===== config.mk =====
export PLATFORM = sky130hd
export DESIGN_NAME = hyperram_avm_arbit
export DESIGN_NICKNAME = d
export VERILOG_FILES = /design/src/rtl/hyperram_avm_arbit.sv
export SDC_FILE = /design/constraint.sdc
export NUM_CORES = 1
export LEC_CHECK = 0
export CAP_MARGIN = 40
export CORE_ASPECT_RATIO = 0.6
export CORE_MARGIN = 2
export CORE_UTILIZATION = 32
export DETAILED_ROUTE_END_ITERATION = 16
export PLACE_DENSITY = 0.95
export REMOVE_ABC_BUFFERS = 1
export SLEW_MARGIN = 20
export SYNTH_ARGS = -nofsm -noshare
export SYNTH_HDL_FRONTEND = slang
export SYNTH_SLANG_ARGS = --single-unit

===== constraint.sdc =====
create_clock -name clk_i -period 8.45 [get_ports clk_i]
set_clock_uncertainty 0.2 [all_clocks]
set_input_delay 1.69 -clock clk_i [delete_from_list [all_inputs] [get_ports clk_i]]
set_output_delay 1.69 -clock clk_i [all_outputs]
set_load 0.02 [all_outputs]

===== src/rtl/hyperram_avm_arbit.sv =====
// Two-client Avalon-MM arbiter in front of the HyperRAM controller.
// Grants are round-robin, and each grant is held for one complete burst.
// Command and data paths are combinational muxes, so they add no latency.
// Read responses are steered only to the client that owns the current burst.
module hyperram_avm_arbit #(
    parameter int G_ADDR_W = 32,
    parameter int G_DATA_W = 16
) (
    input  logic                  clk_i,
    input  logic                  rst_i,

    input  logic                  s0_avm_write_i,
    input  logic                  s0_avm_read_i,
    input  logic [G_ADDR_W-1:0]   s0_avm_address_i,
    input  logic [G_DATA_W-1:0]   s0_avm_writedata_i,
    input  logic [G_DATA_W/8-1:0] s0_avm_byteenable_i,
    input  logic [7:0]            s0_avm_burstcount_i,
    output logic [G_DATA_W-1:0]   s0_avm_readdata_o,
    output logic                  s0_avm_readdatavalid_o,
    output logic                  s0_avm_waitrequest_o,

    input  logic                  s1_avm_write_i,
    input  logic                  s1_avm_read_i,
    input  logic [G_ADDR_W-1:0]   s1_avm_address_i,
    input  logic [G_DATA_W-1:0]   s1_avm_writedata_i,
    input  logic [G_DATA_W/8-1:0] s1_avm_byteenable_i,
    input  logic [7:0]            s1_avm_burstcount_i,
    output logic [G_DATA_W-1:0]   s1_avm_readdata_o,
    output logic                  s1_avm_readdatavalid_o,
    output logic                  s1_avm_waitrequest_o,

    output logic                  m_avm_write_o,
    output logic                  m_avm_read_o,
    output logic [G_ADDR_W-1:0]   m_avm_address_o,
    output logic [G_DATA_W-1:0]   m_avm_writedata_o,
    output logic [G_DATA_W/8-1:0] m_avm_byteenable_o,
    output logic [7:0]            m_avm_burstcount_o,
    input  logic [G_DATA_W-1:0]   m_avm_readdata_i,
    input  logic                  m_avm_readdatavalid_i,
    input  logic                  m_avm_waitrequest_i
);

    localparam logic [1:0] ST_IDLE  = 2'd0;
    localparam logic [1:0] ST_WRITE = 2'd1;
    localparam logic [1:0] ST_READ  = 2'd2;

    logic [1:0] state;
    logic       grant;
    logic       last_grant;
    logic [7:0] cnt;
    logic       cmd_done;

    logic       req0;
    logic       req1;
    logic       arb_grant;
    logic       arb_write;
    logic       sel_write;
    logic       sel_read;
    logic [7:0] sel_burst;
    logic [7:0] burst_eff;
    logic       in_write;
    logic       in_read;
    logic       active;
    logic       beat_acc;
    logic       cmd_acc;
    logic       rdv_fwd;

    // Arbitration decision: a tie goes to the client that was not served last.
    always_comb begin
        req0      = s0_avm_write_i | s0_avm_read_i;
        req1      = s1_avm_write_i | s1_avm_read_i;
        arb_grant = (req0 && req1) ? ~last_grant : req1;
        arb_write = arb_grant ? s1_avm_write_i : s0_avm_write_i;
    end

    // Command/data mux toward the controller, steered by the held grant.
    always_comb begin
        sel_write          = grant ? s1_avm_write_i      : s0_avm_write_i;
        sel_read           = grant ? s1_avm_read_i       : s0_avm_read_i;
        sel_burst          = grant ? s1_avm_burstcount_i : s0_avm_burstcount_i;
        m_avm_address_o    = grant ? s1_avm_address_i    : s0_avm_address_i;
        m_avm_writedata_o  = grant ? s1_avm_writedata_i  : s0_avm_writedata_i;
        m_avm_byteenable_o = grant ? s1_avm_byteenable_i : s0_avm_byteenable_i;
        m_avm_burstcount_o = sel_burst;
        // A zero burstcount is illegal; count it as a single beat.
        burst_eff          = (sel_burst == 8'd0) ? 8'd1 : sel_burst;

        // Reset forces the command and handshake outputs idle immediately.
        in_write      = !rst_i && (state == ST_WRITE);
        in_read       = !rst_i && (state == ST_READ);
        active        = in_write || in_read;
        m_avm_write_o = in_write && sel_write;
        // A read command is issued once; later cycles only collect data.
        m_avm_read_o  = in_read && sel_read && !cmd_done;
        beat_acc      = m_avm_write_o && !m_avm_waitrequest_i;
        cmd_acc       = m_avm_read_o && !m_avm_waitrequest_i;
        // Responses outside a read burst are dropped.
        rdv_fwd       = in_read && m_avm_readdatavalid_i;
    end

    // Client-side response and handshake steering.
    always_comb begin
        s0_avm_readdata_o      = m_avm_readdata_i;
        s1_avm_readdata_o      = m_avm_readdata_i;
        s0_avm_readdatavalid_o = rdv_fwd && !grant;
        s1_avm_readdatavalid_o = rdv_fwd && grant;
        s0_avm_waitrequest_o   = (active && !grant) ? m_avm_waitrequest_i : 1'b1;
        s1_avm_waitrequest_o   = (active && grant)  ? m_avm_waitrequest_i : 1'b1;
    end

    // Burst FSM: arbitrate, then track beats until the burst completes.
    always_ff @(posedge clk_i) begin
        if (rst_i) begin
            state      <= ST_IDLE;
            grant      <= 1'b0;
            last_grant <= 1'b1;
            cnt        <= 8'd0;
            cmd_done   <= 1'b0;
        end else begin
            case (state)
                ST_IDLE: begin
                    cnt      <= 8'd0;
                    cmd_done <= 1'b0;
                    if (req0 || req1) begin
                        grant <= arb_grant;
                        state <= arb_write ? ST_WRITE : ST_READ;
                    end
                end
                ST_WRITE: begin
                    // cmd_done marks that the first beat has been taken.
                    if (beat_acc) begin
                        if (!cmd_done) begin
                            if (burst_eff == 8'd1) begin
                                state      <= ST_IDLE;
                                last_grant <= grant;
                                cnt        <= 8'd0;
                            end else begin
                                cnt      <= burst_eff - 8'd1;
                                cmd_done <= 1'b1;
                            end
                        end else if (cnt <= 8'd1) begin
                            state      <= ST_IDLE;
                            last_grant <= grant;
                            cnt        <= 8'd0;
                            cmd_done   <= 1'b0;
                        end else begin
                            cnt <= cnt - 8'd1;
                        end
                    end
                end
                ST_READ: begin
                    if (cmd_acc) begin
                        cnt      <= burst_eff;
                        cmd_done <= 1'b1;
                    end else if (cmd_done && m_avm_readdatavalid_i) begin
                        if (cnt <= 8'd1) begin
                            state      <= ST_IDLE;
                            last_grant <= grant;
                            cnt        <= 8'd0;
                            cmd_done   <= 1'b0;
                        end else begin
                            cnt <= cnt - 8'd1;
                        end
                    end
                end
                default: begin
                    state    <= ST_IDLE;
                    cnt      <= 8'd0;
                    cmd_done <= 1'b0;
                end
            endcase
        end
    end

endmodule


==> results of run 1 <==
[cell type report]
cell class	instances	area [sq um]	share of cell area, %
flip-flops and latches	13	262	6.55
clock buffers	3	75.1	1.88
clock inverters	1	5.00	0.125
multi-input cells	205	1620	40.5
repair buffers	188	1880	47.1
inverters	12	45.0	1.13
well taps	87	109	2.73
[worst reg2reg max path, delay by kind of cell, from the launching register on]
kind / cells / cell delay, ns
AOI/OAI and AO/OA: 3 / 1.15
adders and majority gates: 1 / 0.18
buffers and inverters: 2 / 0.70
DFF: 1 / 0.76
muxes: 1 / 0.21
and+or+nand+nor: 3 / 0.85
[logic make-up (layout without fill, tap and decap cells)]
| kind of cell | Yosys count | after routing | share of synthesized area (%) |
|---|---|---|---|
| simple gates | 75 | 75 | 18.8 |
| mux | 64 | 64 | 31.9 |
| buf+inv | 56 | 204 | 15.4 |
| compound gates | 55 | 55 | 16.5 |
| flops | 13 | 13 | 11.7 |
| fa+ha+maj | 8 | 8 | 4.51 |
| xor+xnor | 3 | 3 | 1.18 |
[worst max path at each step]
stage                     startpoint                     end  slack (ns)
final                          rst_i            m_avm_read_o        2.97
after floorplan                grant            m_avm_read_o        3.84
after global placement         rst_i  s0_avm_readdatavalid_o        3.03
after detailed placement       rst_i  s0_avm_readdatavalid_o        3.00
after global routing           rst_i  s0_avm_readdatavalid_o        2.87
after CTS                      rst_i  s0_avm_readdatavalid_o        3.00
[stage by stage]
stage                     worst slack (ns)  hold WS (ns)  util [%]
after global placement                3.03         0.264      58.4
after floorplan                       3.84         0.235         -
after CTS                             3.00         0.273      59.5
final                                 2.97         0.276      59.5
after detailed placement              3.00         0.265      58.4
after global routing                  2.87         0.306      59.5
[registers in the layout (all words and copies together), names as in the netlist]
register and count:
grant 1, cmd_done 1, state 2, cnt 8
last_grant 1
[routing by layer]
layer | track usage (%) | vias up | wire length, um
met5 | 9.33 | - | 81
met3 | 14.8 | 33 | 1410
met1 | 29.3 | 1272 | 4150
met2 | 51.2 | 174 | 5540
li1 | - | 1261 | -
met4 | 15.1 | 2 | 688
[cells in the mapped netlist (5+ instances only)]
library cell | number | area share (%)
sky130_fd_sc_hd__a21oi_1 | 12 | 2.7
sky130_fd_sc_hd__nor3_1 | 6 | 1.4
sky130_fd_sc_hd__dfxtp_1 | 13 | 12
sky130_fd_sc_hd__nor4_1 | 5 | 1.4
sky130_fd_sc_hd__o21ai_0 | 14 | 3.2
sky130_fd_sc_hd__ha_1 | 8 | 4.5
sky130_fd_sc_hd__nand2b_1 | 5 | 1.4
sky130_fd_sc_hd__buf_4 | 33 | 11
sky130_fd_sc_hd__mux2_2 | 54 | 27
sky130_fd_sc_hd__nor2_1 | 16 | 2.7
sky130_fd_sc_hd__clkbuf_1 | 9 | 1.5
sky130_fd_sc_hd__nand2_1 | 19 | 3.2
sky130_fd_sc_hd__inv_1 | 12 | 2.0
sky130_fd_sc_hd__mux2i_1 | 10 | 4.5
[power by group]
group          switching (mW)  internal [mW]
Combinational           0.266          0.272
Clock                  0.0267         0.0629
Sequential             0.0238         0.0731
[cell usage in the layout (no fill, tap or decap), types with 2 or more instances in the layout]
cell	Yosys	layout
sky130_fd_sc_hd__nor3_1	6	6
sky130_fd_sc_hd__a32oi_1	2	2
sky130_fd_sc_hd__or3_1	3	3
sky130_fd_sc_hd__nor4_1	5	5
sky130_fd_sc_hd__nor2_1	16	16
sky130_fd_sc_hd__mux2i_1	10	10
sky130_fd_sc_hd__o21a_1	2	2
sky130_fd_sc_hd__a21o_1	2	2
sky130_fd_sc_hd__o21ai_0	14	14
sky130_fd_sc_hd__a21oi_2	2	2
sky130_fd_sc_hd__or3b_1	3	3
sky130_fd_sc_hd__mux2_2	54	54
sky130_fd_sc_hd__dfxtp_1	13	12
sky130_fd_sc_hd__nor3b_1	4	4
sky130_fd_sc_hd__o21ai_1	4	4
sky130_fd_sc_hd__nor3_2	2	2
sky130_fd_sc_hd__nand2b_1	5	5
sky130_fd_sc_hd__nand2_1	19	19
sky130_fd_sc_hd__or4_1	2	2
sky130_fd_sc_hd__xnor2_1	3	3
sky130_fd_sc_hd__clkbuf_16	0	3
sky130_fd_sc_hd__ha_1	8	8
sky130_fd_sc_hd__clkdlybuf4s50_1	0	187
sky130_fd_sc_hd__a21oi_1	12	12
sky130_fd_sc_hd__inv_1	12	12
sky130_fd_sc_hd__o22ai_1	3	3
==> summary.txt, run 1 <==
Status: completed
Avg Inst Size Synth: 8.11 sq um
Clock buffer count from CTS: 3
Period minus WS final: 5.48 ns
Synth warnings: 0
Clock insertion delay at the later pin of the skew report: 0.24 ns
Wirelength, routed: 11,900 um
Die boundary width: 112 um
Cell at the root of the clock tree: sky130_fd_sc_hd__clkbuf_16
Global-route wire length before repair: 16,400 um
Number of detailed-route iterations in the first pass: 4
Final design instance area without fill: 3990 sq um
Via count of the first global-routing pass: 2,693
Worst-Margin Slew: 0.841 ns
End point of the worst hold path: cnt[1]
Diodes inserted: 0
Sort of element at the end of the critical path: primary output
Placed instance count: 505
Violation count after the first detailed-routing iteration: 259
Peak clock frequency supported by timing: 182 MHz
Core Footprint: 6710 sq um
Register area share after synthesis: 11.7%
Final weighted congestion in routability-driven placement: 0.976
Total buffers and inverters traversed by the critical path: 2
Critical Path Max Stage Delay: 0.72 ns
Vias per inst: 5.39
Post-synth cell types: 52
Number of synthesized register bits: 13
Number of antenna violations at the first check in global routing: 0
Clk sinks: 13
Finished Layout Cells: 509
GR Util All Layers: 29.3%
R2r worst-path depth: 10
Instance area at placement: 3910 sq um
RR Endpoint: last_grant
Top Family by Delay on Critical Path: buffers and inverters
Placement row count: 23
Hold depth: 2
Count of buffers from port buffering: 187
Final setup vio count: 0
Pin count of the biggest net entering global routing: 47
CTS H-Tree Depth: 1
Share of layout cells above drive strength 1: 16.6%
Global-route congestion overflow total: 0
Max-cap violations: 0
Worst Min Path Start: cnt[1]
Final hold violation count: 0
CTS clock-pin slew for the worst setup and hold paths: 0.04 ns
Total power divided by cell area: 181 nW/um^2
Final slew viol count: 0
Async SR Flop Fraction: 0%
Number of enable flip-flop cells after synthesis: 0
Slew Limit Headroom: 44.0%
Setup repair after global routing missed its margin: false
Flip-flop cell with the highest count after synthesis: sky130_fd_sc_hd__dfxtp_1
Leak: 1.46 nW
DRC violation count after routing: 0
Detailed-route wire length per cell: 23.3 um
CP Max Fanout: 16
FF-to-FF Start: grant
Required arrival time at the worst endpoint: 6.56 ns
Half-perimeter wire length of the detailed placement result: 10,400 um
CP Depth: 4
VDD IR-drop max: 74.5 uV
Initial standard-cell utilization of the core: 33.1%
Die Ht: 68.5 um
Endpoint arrival time on the critical path: 3.59 ns
Final-layout setup total negative slack: 0 ns
CTS tree: built
Maximum buffer depth of the clock tree: 2
# Post-CTS Setup Buffers: 0
Total standard cell area after synthesis: 2220 sq um
Cell repeated most along the worst path: sky130_fd_sc_hd__clkdlybuf4s50_1
Post-synthesis instance total: 274
# fillers: 574
Number of gates resized after cts: 0
Number of vias after detailed routing: 2,742
Net count reported at finish: 571
Crit path max-delay cell type: sky130_fd_sc_hd__clkdlybuf4s50_1
Total of hold buffers inserted after clock tree synthesis: 0
Category of the most critical setup path: primary input to primary output
CP cell instances: clkdlybuf4s50_1 -> nand2b_1 -> nor3_1 -> clkdlybuf4s50_1
HP Class: flop to flop
Critical Path Start Type: primary input
Worst-case register-to-register setup slack: 4.29 ns
Final worst-path cycle share: 64.9%
Number of I/O pins: 236
Area growth from synthesis to final layout: 79.8%
Area of the die: 7640 sq um
Final Power: 724 uW
Final antenna-violating net count: 0
Power figures use the tool's default switching activity.
==> inputs of run 2 (changes only) <==
--- a/config.mk
+++ b/config.mk
@@ -8,9 +8,9 @@
 export CAP_MARGIN = 40
 export CORE_ASPECT_RATIO = 0.6
 export CORE_MARGIN = 2
-export CORE_UTILIZATION = 32
+export CORE_UTILIZATION = 26
 export DETAILED_ROUTE_END_ITERATION = 16
-export PLACE_DENSITY = 0.95
+export PLACE_DENSITY = 0.89
 export REMOVE_ABC_BUFFERS = 1
 export SLEW_MARGIN = 20
 export SYNTH_ARGS = -nofsm -noshare
==> constraint.sdc (replaced) <==
create_clock -name clk_i -period 4.6 [get_ports clk_i]
set_clock_uncertainty 0.2 [all_clocks]
set_input_delay 0.92 -clock clk_i [delete_from_list [all_inputs] [get_ports clk_i]]
set_output_delay 0.92 -clock clk_i [all_outputs]
set_load 0.02 [all_outputs]
==> summary.txt, run 2 (synthesis gave the netlist of run 1 again) <==
Status: completed
Die Ht: 75.6 um
Critical Path Max Stage Delay: 0.70 ns
HP Class: flop to flop
Flip-flop count of the largest register, all copies and words added: 8
Number of vias after detailed routing: 2,647
Number of antenna violations at the first check in global routing: 0
Category of the most critical setup path: primary input to primary output
Hold depth: 2
Initial standard-cell utilization of the core: 26.5%
Cell repeated most along the worst path: sky130_fd_sc_hd__clkdlybuf4s50_1
R2r worst-path depth: 10
Via count of the first global-routing pass: 2,626
Violation count after the first detailed-routing iteration: 223
Leak: 1.46 nW
Area of the die: 9320 sq um
Global-route congestion overflow total: 0
Total of hold buffers inserted after clock tree synthesis: 0
Sort of element at the end of the critical path: primary output
# Post-CTS Setup Buffers: 0
Crit path max-delay cell type: sky130_fd_sc_hd__clkdlybuf4s50_1
Finished Layout Cells: 536
Total power divided by cell area: 333 nW/um^2
Highest-count cells in the layout ignoring fill and taps: sky130_fd_sc_hd__clkdlybuf4s50_1, sky130_fd_sc_hd__mux2_2, sky130_fd_sc_hd__nand2_1, sky130_fd_sc_hd__nor2_1, sky130_fd_sc_hd__o21ai_0
Largest registers: cnt x8, state x2
Number of detailed-route iterations in the first pass: 4
Final setup vio count: 0
Count of buffers from port buffering: 187
Part of the power in combinational logic: 74.3%
Maximum buffer depth of the clock tree: 2
CP Depth: 4
Switching part of the total: 43.8%
Core Footprint: 8390 sq um
Pin count of the biggest net entering global routing: 28
Final worst-path cycle share: 85.1%
Part of the power in registers: 12.8%
CTS clock-pin slew for the worst setup and hold paths: 0.05 ns
Worst-Margin Slew: 0.834 ns
Vias per inst: 4.94
Clock insertion delay at the later pin of the skew report: 0.25 ns
Period minus WS final: 3.92 ns
Endpoint arrival time on the critical path: 2.80 ns
Final Power: 1.34 mW
Area used by multi-input combinational logic: 1620 sq um
Register containing the most flip-flops in the final layout: cnt
Required arrival time at the worst endpoint: 3.48 ns
Final slew viol count: 0
Area growth from synthesis to final layout: 81.8%
Top Family by Delay on Critical Path: buffers and inverters
CTS tree: built
Setup repair after global routing missed its margin: false
Global-route wire length before repair: 14,000 um
Internal power: 754 uW
CTS H-Tree Depth: 1
Commonest non-fill, non-tap cell in the layout: sky130_fd_sc_hd__clkdlybuf4s50_1
VDD IR-drop max: 116 uV
Final weighted congestion in routability-driven placement: 0.878
Share of layout cells above drive strength 1: 16.7%
Sequential cell area: 262 sq um
Slew Limit Headroom: 43.9%
CP cell instances: clkdlybuf4s50_1 -> nand2b_1 -> nor3b_1 -> clkdlybuf4s50_1
Net count reported at finish: 573
Clock buffer count from CTS: 3
Clock network power share: 12.9%
Number of I/O pins: 236
Peak clock frequency supported by timing: 255 MHz
Final hold violation count: 0
Detailed-route wire length per cell: 18.5 um
Clk sinks: 13
Placement row count: 26
Critical Path Start Type: primary input
# fillers: 747
Cell at the root of the clock tree: sky130_fd_sc_hd__clkbuf_16
Wirelength, routed: 9900 um
Die boundary width: 123 um
Switching power of the nets: 589 uW
Diodes inserted: 0
Half-perimeter wire length of the detailed placement result: 8370 um
Placed instance count: 532
Total buffers and inverters traversed by the critical path: 2
Final-layout setup total negative slack: 0 ns
CP Max Fanout: 16
Number of gates resized after cts: 0
Final antenna-violating net count: 0
Share of the core filled with cells in the final layout: 48.1%
DRC violation count after routing: 0
GR Util All Layers: 19.8%
Max-cap violations: 0
[run 2: changes by cell type in the layout (fill, tap and decap cells not counted)]
cell | previous run | this run
sky130_fd_sc_hd__clkinv_2 | 1 | 0
sky130_fd_sc_hd__buf_4 | 1 | 3
sky130_fd_sc_hd__clkbuf_1 | 0 | 1
[run 2: layer usage]
metal / GRT usage, % / part of all wire (%)
met4: 4.29 / 1.5
met3: 9.66 / 12
met1: 21.4 / 38
met2: 34.9 / 47
met5: 8.33 / 0.95
[run 2: final cells by class]
| type | count | area share, % |
|---|---|---|
| Timing Repair Buffer | 190 | 46.9 |
| Tap cell | 112 | 3.47 |
| Multi-Input combinational cell | 205 | 40.1 |
| Inverter | 12 | 1.12 |
| Clock buffer | 4 | 1.95 |
| Sequential cell | 13 | 6.48 |
[run 2: stage by stage]
stage          cell area (sq um)  hold slack (ns)  setup slack [ns]
2_1_floorplan               1920            0.235             0.291
3_3_place_gp                3960            0.262             0.712
3_5_place_dp                3960            0.261             0.717
5_1_grt                     4040            0.303             0.615
6_report                    4040            0.275             0.684
4_1_cts                     4040            0.271             0.708
[run 2: worst paths after layout]
kind                              from                     end  slack [ns]
worst max register to register   grant                  cnt[3]        1.57
worst min register to register  cnt[1]                  cnt[1]        0.28
worst max-delay path             rst_i  s0_avm_readdatavalid_o        0.68
worst min-delay path            cnt[1]                  cnt[1]        0.28
[run 2: worst min-delay path: stages (launching register included)]
cell,delay [ns]
sky130_fd_sc_hd__dfxtp_1,0.32
sky130_fd_sc_hd__nand2_1,0.06
sky130_fd_sc_hd__a21oi_1,0.05
[run 2: power groups by stage]
stage	clock [mW]	sequential, mW	combinational (mW)
3_5_place_dp	0	0.174	0.982
3_3_place_gp	0	0.171	0.957
2_1_floorplan	0	0.191	0.569
6_report	0.173	0.173	0.998
5_1_grt	0.179	0.177	1.07
4_1_cts	0.173	0.172	0.991
==> inputs of run 3 (changes only) <==
--- a/config.mk
+++ b/config.mk
@@ -12,6 +12,7 @@
 export DETAILED_ROUTE_END_ITERATION = 16
 export PLACE_DENSITY = 0.89
 export REMOVE_ABC_BUFFERS = 1
+export SKIP_CTS_REPAIR_TIMING = 1
 export SLEW_MARGIN = 20
 export SYNTH_ARGS = -nofsm -noshare
 export SYNTH_HDL_FRONTEND = slang
==> results of run 3 <==
No change in the layout: final DEF, timing and power equal those of run 2.
